`config.mk`:
```
export PLATFORM = sky130hd
export DESIGN_NAME = axi_lite_cdc_dst_alsaqr
export DESIGN_NICKNAME = d
export VERILOG_FILES = /design/src/rtl/alsaqr_cdc_pkg.sv /design/src/rtl/alsaqr_gray_ptr_sync.sv /design/src/rtl/axi_lite_cdc_dst_alsaqr.sv
export SDC_FILE = /design/constraint.sdc
export NUM_CORES = 1
export LEC_CHECK = 0
export CORE_AREA = 5 5 252 254
export CTS_CLUSTER_DIAMETER = 40
export DETAILED_ROUTE_END_ITERATION = 8
export DIE_AREA = 0 0 257 259
export DONT_BUFFER_PORTS = 1
export SKIP_CTS_REPAIR_TIMING = 1
export SLEW_MARGIN = 40
export SYNTH_ARGS = -nofsm -noshare
export SYNTH_HDL_FRONTEND = slang
export SYNTH_SLANG_ARGS = --single-unit
```
`constraint.sdc`:
```
create_clock -name dst_clk_i -period 3 [get_ports dst_clk_i]
set_input_delay 0.75 -clock dst_clk_i [delete_from_list [all_inputs] [get_ports dst_clk_i]]
set_output_delay 0.75 -clock dst_clk_i [all_outputs]
set_load 0.005 [all_outputs]
```
`src/rtl/alsaqr_cdc_pkg.sv`:
```
// Shared types and helpers for the AlSaqr gray-pointer AXI-Lite crossing:
// default request/response structs, per-channel entry widths and gray conversion.
package alsaqr_cdc_pkg;

    localparam int DEF_ADDR_WIDTH = 32;
    localparam int DEF_DATA_WIDTH = 64;

    typedef struct packed {
        logic [DEF_ADDR_WIDTH-1:0]   aw_addr;
        logic [2:0]                  aw_prot;
        logic                        aw_valid;
        logic [DEF_DATA_WIDTH-1:0]   w_data;
        logic [DEF_DATA_WIDTH/8-1:0] w_strb;
        logic                        w_valid;
        logic                        b_ready;
        logic [DEF_ADDR_WIDTH-1:0]   ar_addr;
        logic [2:0]                  ar_prot;
        logic                        ar_valid;
        logic                        r_ready;
    } axi_lite_req_t;

    typedef struct packed {
        logic                      aw_ready;
        logic                      w_ready;
        logic [1:0]                b_resp;
        logic                      b_valid;
        logic                      ar_ready;
        logic [DEF_DATA_WIDTH-1:0] r_data;
        logic [1:0]                r_resp;
        logic                      r_valid;
    } axi_lite_resp_t;

    function automatic int aw_width(input int addr_width);
        return addr_width + 32'sd3;
    endfunction

    function automatic int w_width(input int data_width);
        return data_width + data_width / 32'sd8;
    endfunction

    function automatic int b_width();
        return 32'sd2;
    endfunction

    function automatic int r_width(input int data_width);
        return data_width + 32'sd2;
    endfunction

    function automatic logic [31:0] bin2gray(input logic [31:0] bin);
        return bin ^ (bin >> 1'b1);
    endfunction

    function automatic logic [31:0] gray2bin(input logic [31:0] gray);
        logic [31:0] bin;
        bin = gray;
        for (int i = 30; i >= 0; i--) begin
            bin[i] = bin[i+1] ^ gray[i];
        end
        return bin;
    endfunction

endpackage

```
`src/rtl/alsaqr_gray_ptr_sync.sv`:
```
// Multi-flop synchronizer for a gray-coded FIFO pointer arriving from the
// other clock domain; clears synchronously on rst.
module alsaqr_gray_ptr_sync #(
    parameter int WIDTH       = 2,
    parameter int SYNC_STAGES = 2
) (
    input  logic             clk,
    input  logic             rst,
    input  logic [WIDTH-1:0] async_in,
    output logic [WIDTH-1:0] sync_out
);

    logic [WIDTH-1:0] stage_r [SYNC_STAGES];

    // Shift the remote pointer through the synchronizer chain.
    always_ff @(posedge clk) begin
        if (rst) begin
            for (int i = 0; i < SYNC_STAGES; i++) begin
                stage_r[i] <= '0;
            end
        end else begin
            stage_r[0] <= async_in;
            for (int i = 1; i < SYNC_STAGES; i++) begin
                stage_r[i] <= stage_r[i-1];
            end
        end
    end

    assign sync_out = stage_r[SYNC_STAGES-1];

endmodule

```
`src/rtl/axi_lite_cdc_dst_alsaqr.sv`:
```
// Destination end of the AlSaqr gray-pointer AXI-Lite crossing: drains the
// AW/W/AR async FIFOs onto a local master port and fills the B/R return FIFOs.
module axi_lite_cdc_dst_alsaqr
    import alsaqr_cdc_pkg::*;
#(
    parameter int  AXI_ADDR_WIDTH = 32,
    parameter int  AXI_DATA_WIDTH = 64,
    parameter int  LOG_DEPTH      = 1,
    parameter int  SYNC_STAGES    = 2,
    parameter type req_t          = axi_lite_req_t,
    parameter type resp_t         = axi_lite_resp_t,
    localparam int D              = 2 ** LOG_DEPTH,
    localparam int P              = LOG_DEPTH + 1,
    localparam int AW_W           = aw_width(AXI_ADDR_WIDTH),
    localparam int W_W            = w_width(AXI_DATA_WIDTH),
    localparam int B_W            = b_width(),
    localparam int R_W            = r_width(AXI_DATA_WIDTH)
) (
    input  logic            dst_clk_i,
    input  logic            dst_rst_i,
    output req_t            dst_req_o,
    input  resp_t           dst_resp_i,
    input  logic [D*AW_W-1:0] aw_data_i,
    input  logic [P-1:0]    aw_wptr_i,
    output logic [P-1:0]    aw_rptr_o,
    input  logic [D*W_W-1:0] w_data_i,
    input  logic [P-1:0]    w_wptr_i,
    output logic [P-1:0]    w_rptr_o,
    input  logic [D*AW_W-1:0] ar_data_i,
    input  logic [P-1:0]    ar_wptr_i,
    output logic [P-1:0]    ar_rptr_o,
    output logic [D*B_W-1:0] b_data_o,
    output logic [P-1:0]    b_wptr_o,
    input  logic [P-1:0]    b_rptr_i,
    output logic [D*R_W-1:0] r_data_o,
    output logic [P-1:0]    r_wptr_o,
    input  logic [P-1:0]    r_rptr_i
);

    // Writer is full when the pointers differ only in their two top gray bits.
    localparam logic [P-1:0] FULL_MASK = P'(2'b11) << (P - 2);

    logic [P-1:0]         rd_wptr_remote [3];
    logic [P-1:0]         rd_rptr_gray   [3];
    logic [LOG_DEPTH-1:0] rd_idx         [3];
    logic [2:0]           rd_valid;
    logic [2:0]           rd_ready;

    logic [P-1:0]         wr_rptr_remote [2];
    logic [P-1:0]         wr_wptr_gray   [2];
    logic [LOG_DEPTH-1:0] wr_idx         [2];
    logic [1:0]           wr_valid;
    logic [1:0]           wr_ready;
    logic [1:0]           wr_fire;

    logic [AW_W-1:0] aw_entry_s;
    logic [W_W-1:0]  w_entry_s;
    logic [AW_W-1:0] ar_entry_s;
    logic [B_W-1:0]  b_mem_r [D];
    logic [R_W-1:0]  r_mem_r [D];

    assign rd_wptr_remote[0] = aw_wptr_i;
    assign rd_wptr_remote[1] = w_wptr_i;
    assign rd_wptr_remote[2] = ar_wptr_i;
    assign rd_ready          = {dst_resp_i.ar_ready, dst_resp_i.w_ready, dst_resp_i.aw_ready};

    for (genvar c = 0; c < 3; c++) begin : g_rd
        logic [P-1:0] wptr_sync_s;
        logic [P-1:0] rptr_bin_r;
        logic [P-1:0] rptr_gray_r;
        logic [P-1:0] rptr_bin_next_s;

        alsaqr_gray_ptr_sync #(
            .WIDTH       (P),
            .SYNC_STAGES (SYNC_STAGES)
        ) u_sync (
            .clk      (dst_clk_i),
            .rst      (dst_rst_i),
            .async_in (rd_wptr_remote[c]),
            .sync_out (wptr_sync_s)
        );

        assign rptr_bin_next_s = rptr_bin_r + P'(1'b1);
        assign rd_valid[c]     = (wptr_sync_s != rptr_gray_r) && !dst_rst_i;
        assign rd_idx[c]       = rptr_bin_r[LOG_DEPTH-1:0];
        assign rd_rptr_gray[c] = rptr_gray_r;

        // Pop one entry per master handshake; the gray copy moves on the same edge.
        always_ff @(posedge dst_clk_i) begin
            if (dst_rst_i) begin
                rptr_bin_r  <= '0;
                rptr_gray_r <= '0;
            end else if (rd_valid[c] && rd_ready[c]) begin
                rptr_bin_r  <= rptr_bin_next_s;
                rptr_gray_r <= P'(bin2gray(32'(rptr_bin_next_s)));
            end
        end
    end

    assign aw_rptr_o = rd_rptr_gray[0];
    assign w_rptr_o  = rd_rptr_gray[1];
    assign ar_rptr_o = rd_rptr_gray[2];

    assign aw_entry_s = aw_data_i[int'(rd_idx[0]) * AW_W +: AW_W];
    assign w_entry_s  = w_data_i[int'(rd_idx[1]) * W_W +: W_W];
    assign ar_entry_s = ar_data_i[int'(rd_idx[2]) * AW_W +: AW_W];

    assign wr_rptr_remote[0] = b_rptr_i;
    assign wr_rptr_remote[1] = r_rptr_i;
    assign wr_valid          = {dst_resp_i.r_valid, dst_resp_i.b_valid};

    for (genvar c = 0; c < 2; c++) begin : g_wr
        logic [P-1:0] rptr_sync_s;
        logic [P-1:0] wptr_bin_r;
        logic [P-1:0] wptr_gray_r;
        logic [P-1:0] wptr_bin_next_s;
        logic         full_s;

        alsaqr_gray_ptr_sync #(
            .WIDTH       (P),
            .SYNC_STAGES (SYNC_STAGES)
        ) u_sync (
            .clk      (dst_clk_i),
            .rst      (dst_rst_i),
            .async_in (wr_rptr_remote[c]),
            .sync_out (rptr_sync_s)
        );

        assign wptr_bin_next_s = wptr_bin_r + P'(1'b1);
        assign full_s          = (wptr_gray_r == (rptr_sync_s ^ FULL_MASK));
        assign wr_ready[c]     = !full_s && !dst_rst_i;
        assign wr_fire[c]      = wr_valid[c] && wr_ready[c];
        assign wr_idx[c]       = wptr_bin_r[LOG_DEPTH-1:0];
        assign wr_wptr_gray[c] = wptr_gray_r;

        // Publish a new entry to the source once the slave response is captured.
        always_ff @(posedge dst_clk_i) begin
            if (dst_rst_i) begin
                wptr_bin_r  <= '0;
                wptr_gray_r <= '0;
            end else if (wr_fire[c]) begin
                wptr_bin_r  <= wptr_bin_next_s;
                wptr_gray_r <= P'(bin2gray(32'(wptr_bin_next_s)));
            end
        end
    end

    assign b_wptr_o = wr_wptr_gray[0];
    assign r_wptr_o = wr_wptr_gray[1];

    // Store the slave response in the slot named by the write pointer, on the same edge it advances.
    always_ff @(posedge dst_clk_i) begin
        if (dst_rst_i) begin
            for (int i = 0; i < D; i++) begin
                b_mem_r[i] <= '0;
                r_mem_r[i] <= '0;
            end
        end else begin
            if (wr_fire[0]) begin
                b_mem_r[wr_idx[0]] <= dst_resp_i.b_resp;
            end
            if (wr_fire[1]) begin
                r_mem_r[wr_idx[1]] <= {dst_resp_i.r_data, dst_resp_i.r_resp};
            end
        end
    end

    for (genvar i = 0; i < D; i++) begin : g_pack
        assign b_data_o[i*B_W +: B_W] = b_mem_r[i];
        assign r_data_o[i*R_W +: R_W] = r_mem_r[i];
    end

    // Assemble the master request from the FIFO heads and return-path readiness.
    always_comb begin
        dst_req_o          = '0;
        dst_req_o.aw_addr  = aw_entry_s[AW_W-1:3];
        dst_req_o.aw_prot  = aw_entry_s[2:0];
        dst_req_o.aw_valid = rd_valid[0];
        dst_req_o.w_data   = w_entry_s[W_W-1:AXI_DATA_WIDTH/8];
        dst_req_o.w_strb   = w_entry_s[AXI_DATA_WIDTH/8-1:0];
        dst_req_o.w_valid  = rd_valid[1];
        dst_req_o.ar_addr  = ar_entry_s[AW_W-1:3];
        dst_req_o.ar_prot  = ar_entry_s[2:0];
        dst_req_o.ar_valid = rd_valid[2];
        dst_req_o.b_ready  = wr_ready[0];
        dst_req_o.r_ready  = wr_ready[1];
    end

endmodule

```
==> flow_metrics.tcl <==
set metrics [dict create \
    ant_nets 0 \
    p_leak_uw 0.00330 \
    power_density_nw_per_um2 611 \
    tightest_slew_ns 0.691 \
    drv_slew 0 \
    coreArea_um2 61000 \
    io_pins 662 \
    drt_iter0_drc 432 \
    clock-sinks 171 \
    final.setup_skew_ns 0.0120 \
    multi_input_area_um2 3200 \
    arrival_ns 1.94 \
    area_delta_synth_final_pct 20.0 \
    hpwl_um 49300 \
    grt_pass1_vias 5041 \
    io_buffers 0 \
    regArea_um2 4790 \
    synth.distinct_cells 30 \
    hold_class "input pin to flip-flop" \
    clock_path_buffers 2 \
    std_cell_rows 91 \
    clk_pin_slew_worst_paths_ns 0.07 \
    die_h_um 259 \
    grt.total_usage_pct 15.8 \
    synth_edf_count 136 \
    yosysSeqAreaShare_pct 58.1 \
    pwr-share-comb_pct 13.3 \
    syn_area_um2 8230 \
    yosys_warnings 0 \
    synthCells 603 \
    setup-tns-final_ns 0 \
    worst_ir_drop_vdd_v 0.000289 \
    clock.fmax_mhz 372 \
    rsz0062_at_grt "no" \
    critPathSlowestCell "dfxtp_4" \
    worstSetupStartpoint "g_rd[1].rptr_bin_r[0]" \
    fp.dieW_um 257 \
    num-fill-cells 6712 \
    num_vias 5414 \
    crit_chain "buf_12 > mux2_2" \
    postPlaceCellArea_um2 9110 \
    swShare_pct 26.9 \
    timing.final.crit_share_pct 89.5 \
    pwr-share-seq_pct 48.9 \
    cts_tree "done" \
    drive_above_1_share_pct 33.9 \
    critPathTopFamily "flip-flops" \
    status "complete, no violations" \
    critPathMaxStageDelay_ns 0.72 \
    final_area_um2 9880 \
    drt-total-wl_um 55100 \
    antenna_found_initial 112 \
    critPathKind "flip-flop to primary output" \
    slew_headroom_pct 53.9 \
    cts_buffers 17 \
    timing.rr.start "g_wr[1].wptr_bin_r[1]" \
    drt-vias-per-instance 3.73 \
    critPathMaxFanout 43 \
    die_area_um2 66600 \
    async_reset_ff_share_pct 0 \
    grt_pass1_wl_um 65200 \
    grt_max_degree 77 \
    start_kind "flip-flop" \
    finalHoldViolCount 0 \
    p_clk_share_pct 37.8 \
    firstDrtPassIters 6 \
    end_kind "primary output" \
    clock_latency_ns 0.47 \
    cts_max_level 4 \
    fin_crit_ns 2.69 \
    synth_top_flop_cell "edfxtp_1" \
    intPower_uw 4420 \
    gp_congestion 0.910 \
    required_ns 2.25 \
    finalSetupViolCount 0 \
    worstHoldStart "dst_rst_i" \
    cp_num_buf_inv 1 \
    initial_core_util_pct 13.5 \
    nNetsFinal 960 \
    grt_overflow 0 \
    ys_ff_latch 171 \
    cts-root-buf "clkbuf_16" \
    switchingPower_uw 1620 \
    wl_per_cell_um 38.0 \
    cap_viol_max_count 0 \
    drc_errors 0 \
    syn-num-nets 972 \
    syn_avg_cell_area_um2 13.7 \
]
## stage by stage
step           power, uW  hold slack, ns  utilization (%)  cells  setup WS [ns]
2_1_floorplan       3590           0.414                -    603          0.197
3_3_place_gp        3800           0.423             14.9   1361          0.714
3_5_place_dp        3820           0.422             14.9   1361          0.803
4_1_cts             6130           0.297             15.9   1393          0.264
5_1_grt             6290           0.309             16.0   1402          0.273
6_report            6040           0.348             16.2   1451          0.315
## per-layer routing
| layer | GRT usage (%) | share of wire (%) |
|---|---|---|
| met1 | 12.0 | 26 |
| met2 | 35.1 | 62 |
| met3 | 5.52 | 7.9 |
| met4 | 5.00 | 3.4 |
| met5 | 0 | 0.069 |
## flip-flops by register name, summed over array words and instances, names as in the netlist, 4 cells and up
name	count
b_mem_r	4
g_rd.rptr_bin_r	6
g_rd.u_sync.stage_r	12
g_wr.u_sync.stage_r	8
g_wr.wptr_bin_r	4
r_mem_r	132
## final timing paths
| check | endpoint | slack (ns) | cells after the start |
|---|---|---|---|
| hold / removal | g_wr[1].u_sync.stage_r[0][0] | 0.35 | 1 |
| setup / recovery | dst_req_o[65] | 0.31 | 2 |
| hold reg to reg | g_rd[0].u_sync.stage_r[0][2] | 0.44 | 1 |
| setup reg to reg | r_mem_r[0][58] | 0.87 | 4 |
## layout by cell type, fill, tap and decap left out, drive strengths merged, types with 2 or more instances in the layout
| cell type | count |
|---|---|
| o21bai | 3 |
| nand2 | 5 |
| bufinv | 2 |
| xor2 | 10 |
| dfxtp | 35 |
| or4 | 3 |
| mux2 | 148 |
| o211ai | 6 |
| a21oi | 10 |
| a211o | 3 |
| or2 | 3 |
| o21ai | 5 |
| clkinv | 4 |
| diode | 57 |
| edfxtp | 136 |
| nor2 | 13 |
| a21boi | 6 |
| a31oi | 3 |
| nor2b | 25 |
| clkbuf | 17 |
| and2 | 132 |
| nand4 | 3 |
| and4 | 4 |
| inv | 14 |
| buf | 10 |
## power groups by stage
stage	registers, uW	clock network (uW)	logic, uW
after floorplan	2890	0	697
after global placement	3030	0	769
after detailed placement	3040	0	785
after CTS	2980	2360	788
after global routing	2970	2460	856
final	2950	2280	803
## cell type report
class	instances	area share, %
inverter	6	0.228
antenna	57	1.44
timing repair buffer	10	1.27
sequential	171	48.5
tap	790	10.0
clock buffer	17	4.31
multi-input combinational	385	32.4
clock inverter	15	1.82
## synthesized netlist by cell type, drive strengths merged, types with 3 or more instances
| cell | number | area share [%] |
|---|---|---|
| a211o | 3 | 0.32 |
| a21boi | 6 | 0.55 |
| a21oi | 10 | 0.61 |
| a31oi | 3 | 0.23 |
| and2 | 132 | 10 |
| and4 | 4 | 0.43 |
| buf | 25 | 2.1 |
| clkbuf | 16 | 0.74 |
| dfxtp | 35 | 8.5 |
| edfxtp | 136 | 50 |
| inv | 6 | 0.27 |
| mux2 | 148 | 20 |
| nand2 | 5 | 0.23 |
| nand4 | 3 | 0.23 |
| nor2 | 13 | 0.59 |
| nor2b | 25 | 1.9 |
| o211ai | 6 | 0.55 |
| o21ai | 5 | 0.30 |
| o21bai | 3 | 0.27 |
| or2 | 3 | 0.23 |
| or4 | 3 | 0.27 |
| xor2 | 10 | 1.1 |
## kinds of logic after synthesis
logic type	after synthesis	synth area share, %
compound gates	39	3.40
xor+xnor	10	1.06
buf+inv	47	3.13
flops	171	58.1
mux	148	20.2
simple gates	188	14.0
Note: power is estimated with default switching activity, not from simulation.
